===== config.mk =====
export PLATFORM = sky130hd
export DESIGN_NAME = sort_stream_adapter
export DESIGN_NICKNAME = d
export VERILOG_FILES = /design/src/rtl/sort_stream_adapter.sv
export SDC_FILE = /design/constraint.sdc
export NUM_CORES = 1
export LEC_CHECK = 0
export ABC_AREA = 1
export CAP_MARGIN = 20
export CORE_ASPECT_RATIO = 0.9
export CORE_MARGIN = 5
export CORE_UTILIZATION = 30
export CTS_CLUSTER_SIZE = 12
export DETAILED_ROUTE_END_ITERATION = 8
export PLACE_DENSITY = 0.55
export SKIP_LAST_GASP = 1
export SLEW_MARGIN = 20
export SYNTH_ARGS = -nofsm -noshare
export SYNTH_HDL_FRONTEND = slang
export SYNTH_SLANG_ARGS = --single-unit

===== constraint.sdc =====
create_clock -name clk -period 5.45 [get_ports clk]
set_input_delay 1.09 -clock clk [delete_from_list [all_inputs] [get_ports clk]]
set_output_delay 1.09 -clock clk [all_outputs]
set_load 0.02 [all_outputs]

===== src/rtl/sort_stream_adapter.sv =====
// Streaming wrapper for a 4-input combinational sorter: packs 4 serial elements into the sorter, replays its outputs serially.
// Latency: one idle cycle after the 4th accept. Backpressure: in_ready drops while a full group waits for the output buffer.
module sort_stream_adapter #(
   parameter int WIDTH = 4
) (
   input  logic             clk,
   input  logic             rst_n,
   input  logic             in_valid,
   output logic             in_ready,
   input  logic [WIDTH-1:0] in_data,
   output logic [WIDTH-1:0] sort_a,
   output logic [WIDTH-1:0] sort_b,
   output logic [WIDTH-1:0] sort_c,
   output logic [WIDTH-1:0] sort_d,
   input  logic [WIDTH-1:0] sorted_a,
   input  logic [WIDTH-1:0] sorted_b,
   input  logic [WIDTH-1:0] sorted_c,
   input  logic [WIDTH-1:0] sorted_d,
   output logic             out_valid,
   input  logic             out_ready,
   output logic [WIDTH-1:0] out_data,
   output logic             out_last
);

   logic [2:0]       in_cnt;
   logic [WIDTH-1:0] ibuf [4];
   logic [WIDTH-1:0] obuf [4];
   logic             out_busy;
   logic [1:0]       out_idx;
   logic             load;

   assign in_ready  = (in_cnt != 3'd4);
   // A full input group moves across only once the previous group has fully drained.
   assign load      = (in_cnt == 3'd4) && !out_busy;

   assign sort_a    = ibuf[0];
   assign sort_b    = ibuf[1];
   assign sort_c    = ibuf[2];
   assign sort_d    = ibuf[3];

   assign out_valid = out_busy;
   assign out_data  = out_busy ? obuf[out_idx] : '0;
   assign out_last  = out_busy && (out_idx == 2'd3);

   always_ff @(posedge clk) begin
      if (!rst_n) begin
         in_cnt   <= '0;
         out_busy <= 1'b0;
         out_idx  <= '0;
         for (int i = 0; i < 4; i++) begin
            ibuf[i] <= '0;
            obuf[i] <= '0;
         end
      end else begin
         if (in_valid && in_ready) begin
            ibuf[in_cnt[1:0]] <= in_data;
            in_cnt            <= in_cnt + 3'd1;
         end
         if (load) begin
            obuf[0]  <= sorted_a;
            obuf[1]  <= sorted_b;
            obuf[2]  <= sorted_c;
            obuf[3]  <= sorted_d;
            in_cnt   <= '0;
            out_busy <= 1'b1;
            out_idx  <= '0;
         end else if (out_busy && out_ready) begin
            if (out_idx == 2'd3) begin
               out_busy <= 1'b0;
               out_idx  <= '0;
            end else begin
               out_idx <= out_idx + 2'd1;
            end
         end
      end
   end

endmodule


Word-level counts from Yosys, hierarchy flattened
Memories as Yosys holds them, arrays and structs flattened. A register that Yosys moved wholly into a read port is not among the register bits.
Cells that the tools add are included.
Word-level totals
  output and inout bits: 23
  memories: 2
  register bits after elaboration: 6
  memory bits (writable): 32
  bits of input ports: 24
Memories
  ibuf: words 4, width 4, rd ports 4, clocked after memory_dff 0, wr ports 4, line 26  | logic [WIDTH-1:0] ibuf [4];
  obuf: words 4, width 4, rd ports 1, clocked after memory_dff 1, wr ports 4, line 27  | logic [WIDTH-1:0] obuf [4];
Cells by class
  equality and inequality tests: 3
  reduce and logical (&&, ||, !) cells: 10
  bitwise operators: 5
  mux-type cells: 21
  add/subtract/negate cells: 2
Operator list (number)
  $mux W4: 6
  $mux W1: 11
  $mux W2: 4
  $logic_and A1 B1 Y1: 4
  $or A1 B1 Y1: 4
  $reduce_bool A2 Y1: 2
  $reduce_or A4 Y1: 1
  $add A3 B1 Y3 const B: 1
  $eq A3 B3 Y1 const B: 1
  $ne A3 B3 Y1 const B: 1
  $add A2 B1 Y2 const B: 1
  $eq A2 B2 Y1 const B: 1
  $reduce_and A2 Y1: 1
  $reduce_or A2 Y1: 1
  $logic_not A1 Y1: 1
  $not A1 Y1: 1

Logic depth before layout (Yosys ltp)
Gate-level depths: netlist (run 1).
  word-level depth: 7
  depth in mapped cells: 8
  mapped depth without buffers: 6

Worst setup path after synthesis (run 1)
OpenSTA, ideal clock, no wires.
  kind: reg2reg
  from: reg in_cnt[1]
  to: mem obuf[0][0] (enable)
  stages on the path, launching flop included: 6
  path buffers: 1
  period minus slack after synthesis: 2267 ps
  data arrival time: 1869 ps
  setup slack: 3183 ps
  setup time: 399 ps
  cell sequence: dfxtp_1 buf_2 inv_1 ha_1 nand2_2 o21ai_1
RTL lines
  from (decl): line 25  | logic [2:0] in_cnt;
  from (signal assigned): line 57  | in_cnt <= in_cnt + 3'd1;
  to (decl): line 27

Worst setup path in the final report (run 1)
  from: reg in_cnt[1]
  to: out in_ready
On the way
  longest elaborated chain between the ends: 1
RTL lines
  $ne A3 B3 Y1: line 32  | assign in_ready = (in_cnt != 3'd4);
  to (decl): line 9  | output logic in_ready,
Every way passes these cells.

==> impl_results.md, run 1 <==
* Worst r2r dst: obuf[1][1]
* CP Capture Type: primary output
* Initial antenna violation count at 0
* Fin nets at 260
* Met3 WL post-DR at 162 um
* Antenna viol nets, final at 0
* Hold Crit Start: out_idx[1]
* H-Tree Depth at 2
* CTS Root Cell: clkbuf_8
* Max Freq at 0.3269 GHz
* Leakage at 0.9962 nW
* GRT Util Overall at 0.09673
* Setup bufs post-CTS at 0
* Syn_nets at 210
* Max-cap violations at 0
* CP startpoint: in_cnt[1]
* Pre-CTS WS at 2.673 ns
* Worst setup margin at 2.391 ns
* WP data arrival at 1.97 ns
* DR vias at roughly 1300
* Final period utilization at 0.5612
* Largest family of logic cells by synthesized area: simple AND/OR/NAND/NOR gates
* Worst setup path category: flop to primary output
* R2r startpoint: in_cnt[1]
* Post-CTS sizing at 0
* Die H at 82.52 um
* Share of layout cells above drive strength 1 at 0.03846
* Worst-margin pin slew at 1.002 ns
* Util after Layout at 0.4180
* Die Wd at 90.58 um
* Reg2Reg Depth at 4
* Flops & latches, synth at 40
* Area leader, netlist: edfxtp_1
* Asr flop ratio synth at 0
* # placed instances at 296
* DP Area at 2290 um2
* Hold WS at 0.4937 ns
* Post-Synth Adder-Cell Area at 0.02141
* Starting Density at 0.3079
* PD cells at about 260 nW/um2
* Metal-1 WL at between 1.5 and 2 mm
* Sequential fraction of the synthesis area at 0.6395
* Clk buf depth at 2
* Row count at 26
* Post-DP HPWL at 2.560 mm
* Die footprint at 7474 um2
* Final Cell Area at 2380 um2
* Worst rel slew slack at 0.3320
* Core Region at 5693 um2
* Fin. Hold Viols at 0
* Critical Path Start Type: flop
* Post-Syn Area per Cell at 9.579 um2
* Final Slew Violations at 0
* Synth cell count leaders: 44 x inv_1, 32 x edfxtp_1, 28 x nand2_1
* Mapped Cells at around 180
* DRC at 0
* Maximum VDD drop at between 100 and 150 uV
* Total power at 614.1 uW
* I/O Buffers at 46
* Vias per cell at 4.306
* Most numerous cell in the Yosys netlist: inv_1
* Diode count at 0
* Routed WL at roughly 3.5 mm
* Reg clk slew, reported paths at about 0.070 ns
* Synthesized area at 1753 um2
* Number of synthesized flops with an enable pin at 32
* Final cell count without fillers at between 300 and 400
* CP Data Required Time at ~4.4 ns
* WL/cell at 11.45 um
* Post-synthesis simple-gate area fraction at 0.1906
* Worst-Skew Late Latency at 0.28 ns
* Syn. warnings at 0
* Top layer in use: met4
* # hold bufs at CTS at 0
* Iteration-0 DRC count of the detailed router at 101
* Hold Crit Class: flop to flop
* Tmin final at 3.059 ns
* Post-synth top area share at 0.5482
* Post-synthesis compound-gate area fraction at 0.04568
* FF-to-FF setup slack at 3.34 ns
* Area delta synth->final at 35.76%
* RD Place Congestion at 0.7601
* Setup TNS at 0 ns
* First-pass detailed-route iteration total at 4
* I/O pins at 47
* Synth Flop Type: edfxtp_1
* Congestion Overflow GR at 0
* First-pass GRT wire length at 5.671 mm
* CP max FO at 9
* Outcome: complete, no violations
* Final count of negative-setup-slack endpoints at 0
* CTS Buf Count at 5
* Vias in the first global route at 1179
* Largest net degree at the start of global routing at 22
* End of the critical path: in_ready
* Post-synthesis xor/xnor area fraction at 0
* CTS tree: built
* Area contributors post-synth: edfxtp_1 55%, inv_1 9.4%, dfxtp_1 9.1%
* Multiplexer share of the synthesized area at 0
* Clock Sinks at 40
* Distinct cells, synth at 16
* Met2 WL at 1.637 mm
* RSZ-0062 raised after global routing: false
* Setup Skew at 0.003762 ns
[where the power goes]
group / leakage, nW / switching, mW / internal (mW)
combinational: 0.553 / 0.0365 / 0.0338
sequential: 0.398 / 0.00523 / 0.344
clock: 0.0455 / 0.0918 / 0.103
total: 0.996 / 0.133 / 0.481
[sequential cells by signal (all words and copies together) (netlist names), named ones only]
| register | count |
|---|---|
| out_valid | 1 |
| ibuf | 16 |
| in_cnt | 3 |
| out_idx | 2 |
| obuf | 16 |
[how the worst min path moves through the flow]
stage / to / slack [ns] / cells past startpoint
final: out_idx[1] / 0.49 / 2
after CTS: out_idx[1] / 0.50 / 2
after global routing: in_cnt[2] / 0.54 / 2
after floorplan: flop / 0.46 / 2
after global placement: in_cnt[2] / 0.49 / 2
after detailed placement: out_idx[1] / 0.49 / 2
[metal layers]
layer  vias to the layer above  track usage
li1                        685            -
met1                       592       0.1265
met2                        28       0.1495
met5                         -            0
met4                         0      0.04018
met3                         4      0.02989
[final cells by class]
class                      instances  area (um2)
sequential                        40        1121
inverter                          44       165.2
multi-input combinational         96       455.4
timing repair buffer              46       460.4
clock buffer                       8       90.09
fill                             549        3313
tap                               70       87.58
[worst max-delay path, cell delays in order, from the launching register on]
cell and delay [ns]:
dfxtp_1 0.47, inv_1 0.19, ha_1 0.23, nand2_2 0.16
clkdlybuf4s50_1 0.64
[cell usage in the layout, fill, tap and decap left out]
cell,synthesis,routed
nand3_2,1,1
clkbuf_1,0,2
ha_1,3,3
clkdlybuf4s50_1,0,46
nand3b_1,1,1
inv_1,44,44
nor3_1,12,12
nand2_2,1,1
o21ai_2,0,1
nor2_1,21,21
nand2_1,28,28
nand3_1,12,12
clkbuf_8,0,6
a21oi_1,10,10
edfxtp_1,32,32
o21ai_0,5,5
nand4_1,1,1
dfxtp_1,8,8
[cells by family after synthesis]
kind of cell             count (synthesis)
AO/OA/AOI/OAI                           16
flip-flops                              40
buffers and inverters                   47
adder cells (fa/ha/maj)                  3
AND/OR/NAND/NOR                         77
(Power assumes the default switching activity.)
==> run 2: changes to the inputs <==
- clock period: 5.45 -> 3 ns (I/O delays scaled with it)
==> run 2 against run 1 <==
Hold slack worse by 0.0030 ns. Final cell count unchanged. Sequential power up 82%. Clock power up 120%. Die area unchanged. Count of clock-buffer cells in the layout down 2.
==> impl_results.md, run 2 (synthesized netlist as in run 1, its figures left out) <==
* Die H at 82.52 um (unchanged)
* Initial antenna violation count at 0 (unchanged)
* Cell Chain, Critical Path: inv_1, ha_1, nand2_2, clkdlybuf4s50_1
* H-Tree Depth at 2 (unchanged)
* Slowest cell on the critical path: clkdlybuf4s50_1
* DRC at 0 (unchanged)
* Antenna viol nets, final at 0 (unchanged)
* Leakage at 1.006 nW (+0.97%)
* Die footprint at 7474 um2 (unchanged)
* Final Slew Violations at 0 (unchanged)
* Share of layout cells above drive strength 1 at 0.04274 (+0.004274)
* Iteration-0 DRC count of the detailed router at 61 (-40%)
* Tmin final at 2.604 ns
* Commonest non-fill, non-tap cell in the layout: clkdlybuf4s50_1
* Critical Path Start Type: flop
* Post-DP HPWL at 2.658 mm (+3.8%)
* RSZ-0062 raised after global routing: false
* Setup bufs post-CTS at 0 (unchanged)
* Fillers at 566 (+3.1%)
* RD Place Congestion at 0.7478 (-1.6%)
* Hold WS at 0.4907 ns (-0.003048 ns)
* Maximum VDD drop at 254.8 uV (+120%)
* Final Cell Area at 2397 um2 (+0.74%)
* Max Freq at roughly 0.38 GHz
* I/O pins at 47 (unchanged)
* Setup Skew at 0.004189 ns (+0.0004270 ns)
* CTS Buf Count at 5 (unchanged)
* Outcome: complete, no violations
* Most frequent cells in the layout: 46 x clkdlybuf4s50_1, 44 x inv_1, 32 x edfxtp_1
* Largest net degree at the start of global routing at 22 (unchanged)
* Area delta synth->final at 36.76%
* Starting Density at 0.3079 (unchanged)
* WL/cell at 11.51 um (+0.46%)
* CP max FO at 9 (unchanged)
* Final count of negative-setup-slack endpoints at 0 (unchanged)
* Core Region at 5693 um2 (unchanged)
* Top Family by Delay on Critical Path: buffers and inverters
* Clk buf depth at 2 (unchanged)
* Routed WL at 3.498 mm (+0.46%)
* Worst rel slew slack at 0.3404 (+0.008389)
* First-pass GRT wire length at 5.740 mm (+1.2%)
* Hold Crit Class: flop to flop
* Max-cap violations at 0 (unchanged)
* # hold bufs at CTS at 0 (unchanged)
* Worst-Skew Late Latency at 0.28 ns (about the same)
* Biggest registers after layout: ibuf (16), obuf (16), in_cnt (3)
* Worst-margin pin slew at 0.9893 ns (-0.01258 ns)
* Util after Layout at 0.4211 (+0.003077)
* Diode count at 0 (unchanged)
* Congestion Overflow GR at 0 (unchanged)
* Vias per cell at 4.227 (-1.8%)
* Vias in the first global route at 1234 (+4.7%)
* CP Data Required Time at 2.40 ns (-1.96 ns)
* CP Capture Type: primary output
* Setup TNS at 0 ns (unchanged)
* Reg clk slew, reported paths at 0.08 ns (about the same)
* Clock Sinks at 40 (unchanged)
* CTS tree: built
* Worst setup path category: flop to primary output
* First-pass detailed-route iteration total at 4 (unchanged)
* CP peak stage delay at 0.64 ns (about the same)
* Die Wd at 90.58 um (unchanged)
* Fin. Hold Viols at 0 (unchanged)
* Row count at 26 (unchanged)
* CTS Root Cell: clkbuf_8
* WP data arrival at 2.00 ns (+0.03 ns)
* Final period utilization at 0.8681
* DR vias at 1285 (-1.8%)
* PD cells at 495.0 nW/um2 (+92%)
* I/O Buffers at 46 (unchanged)
* GRT Util Overall at 0.09836 (+0.001634)
* DP Area at 2290 um2 (unchanged)
* Buf+Inv Stages, Crit Path at 2 (unchanged)
* Fin nets at 260 (unchanged)
* Post-CTS sizing at 0 (unchanged)
==> run 2: routing by layer <==
metal  track usage  part of all wire  up-vias
li1              -                 -      682
met1        0.1262              0.48      577
met2        0.1589              0.46       24
met3       0.02627             0.044        2
met4       0.04018             0.011        0
met5             0                 0        -
==> run 2: final cells by class <==
cell class | count | area, um2 | share of cell area
Sequential cell | 40 | 1121 | 0.4676
Timing Repair Buffer | 46 | 460.4 | 0.1921
Multi-Input combinational cell | 96 | 455.4 | 0.1900
Inverter | 44 | 165.2 | 0.06889
Tap cell | 70 | 87.58 | 0.03653
Clock buffer | 6 | 72.57 | 0.03027
Clock inverter | 2 | 35.03 | 0.01461
==> run 2: worst register-to-register path, stage by stage (launching register included) <==
cell and delay (ns):
dfxtp_1 0.39, inv_1 0.22, ha_1 0.21, nand2_2 0.13
o21ai_2 0.79
==> run 2: worst paths after layout <==
| kind | depth (start not counted) | startpoint | endpoint | slack, ns |
|---|---|---|---|---|
| setup / recovery | 4 | in_cnt[1] | in_ready | 0.40 |
| hold / removal | 2 | in_cnt[2] | in_cnt[2] | 0.49 |
| setup reg to reg | 4 | in_cnt[1] | obuf[1][1] | 0.88 |
| hold reg to reg | 2 | in_cnt[2] | in_cnt[2] | 0.49 |
==> run 2: stage by stage <==
stage               power (mW)  std cells  setup WS [ns]
CTS                      1.201        304         0.3980
global placement        0.7744        296         0.7404
finish                   1.187        304         0.3958
floorplan               0.7033        183         0.7328
global route             1.235        304         0.2597
detailed placement      0.7763        296         0.7212
==> run 2: power breakdown <==
| part | switching (mW) | internal [mW] | total [mW] |
|---|---|---|---|
| Sequential | 0.00983 | 0.624 | 0.634 |
| Clock | 0.179 | 0.247 | 0.425 |
| Combinational | 0.0660 | 0.0615 | 0.127 |
| Total | 0.254 | 0.932 | 1.19 |
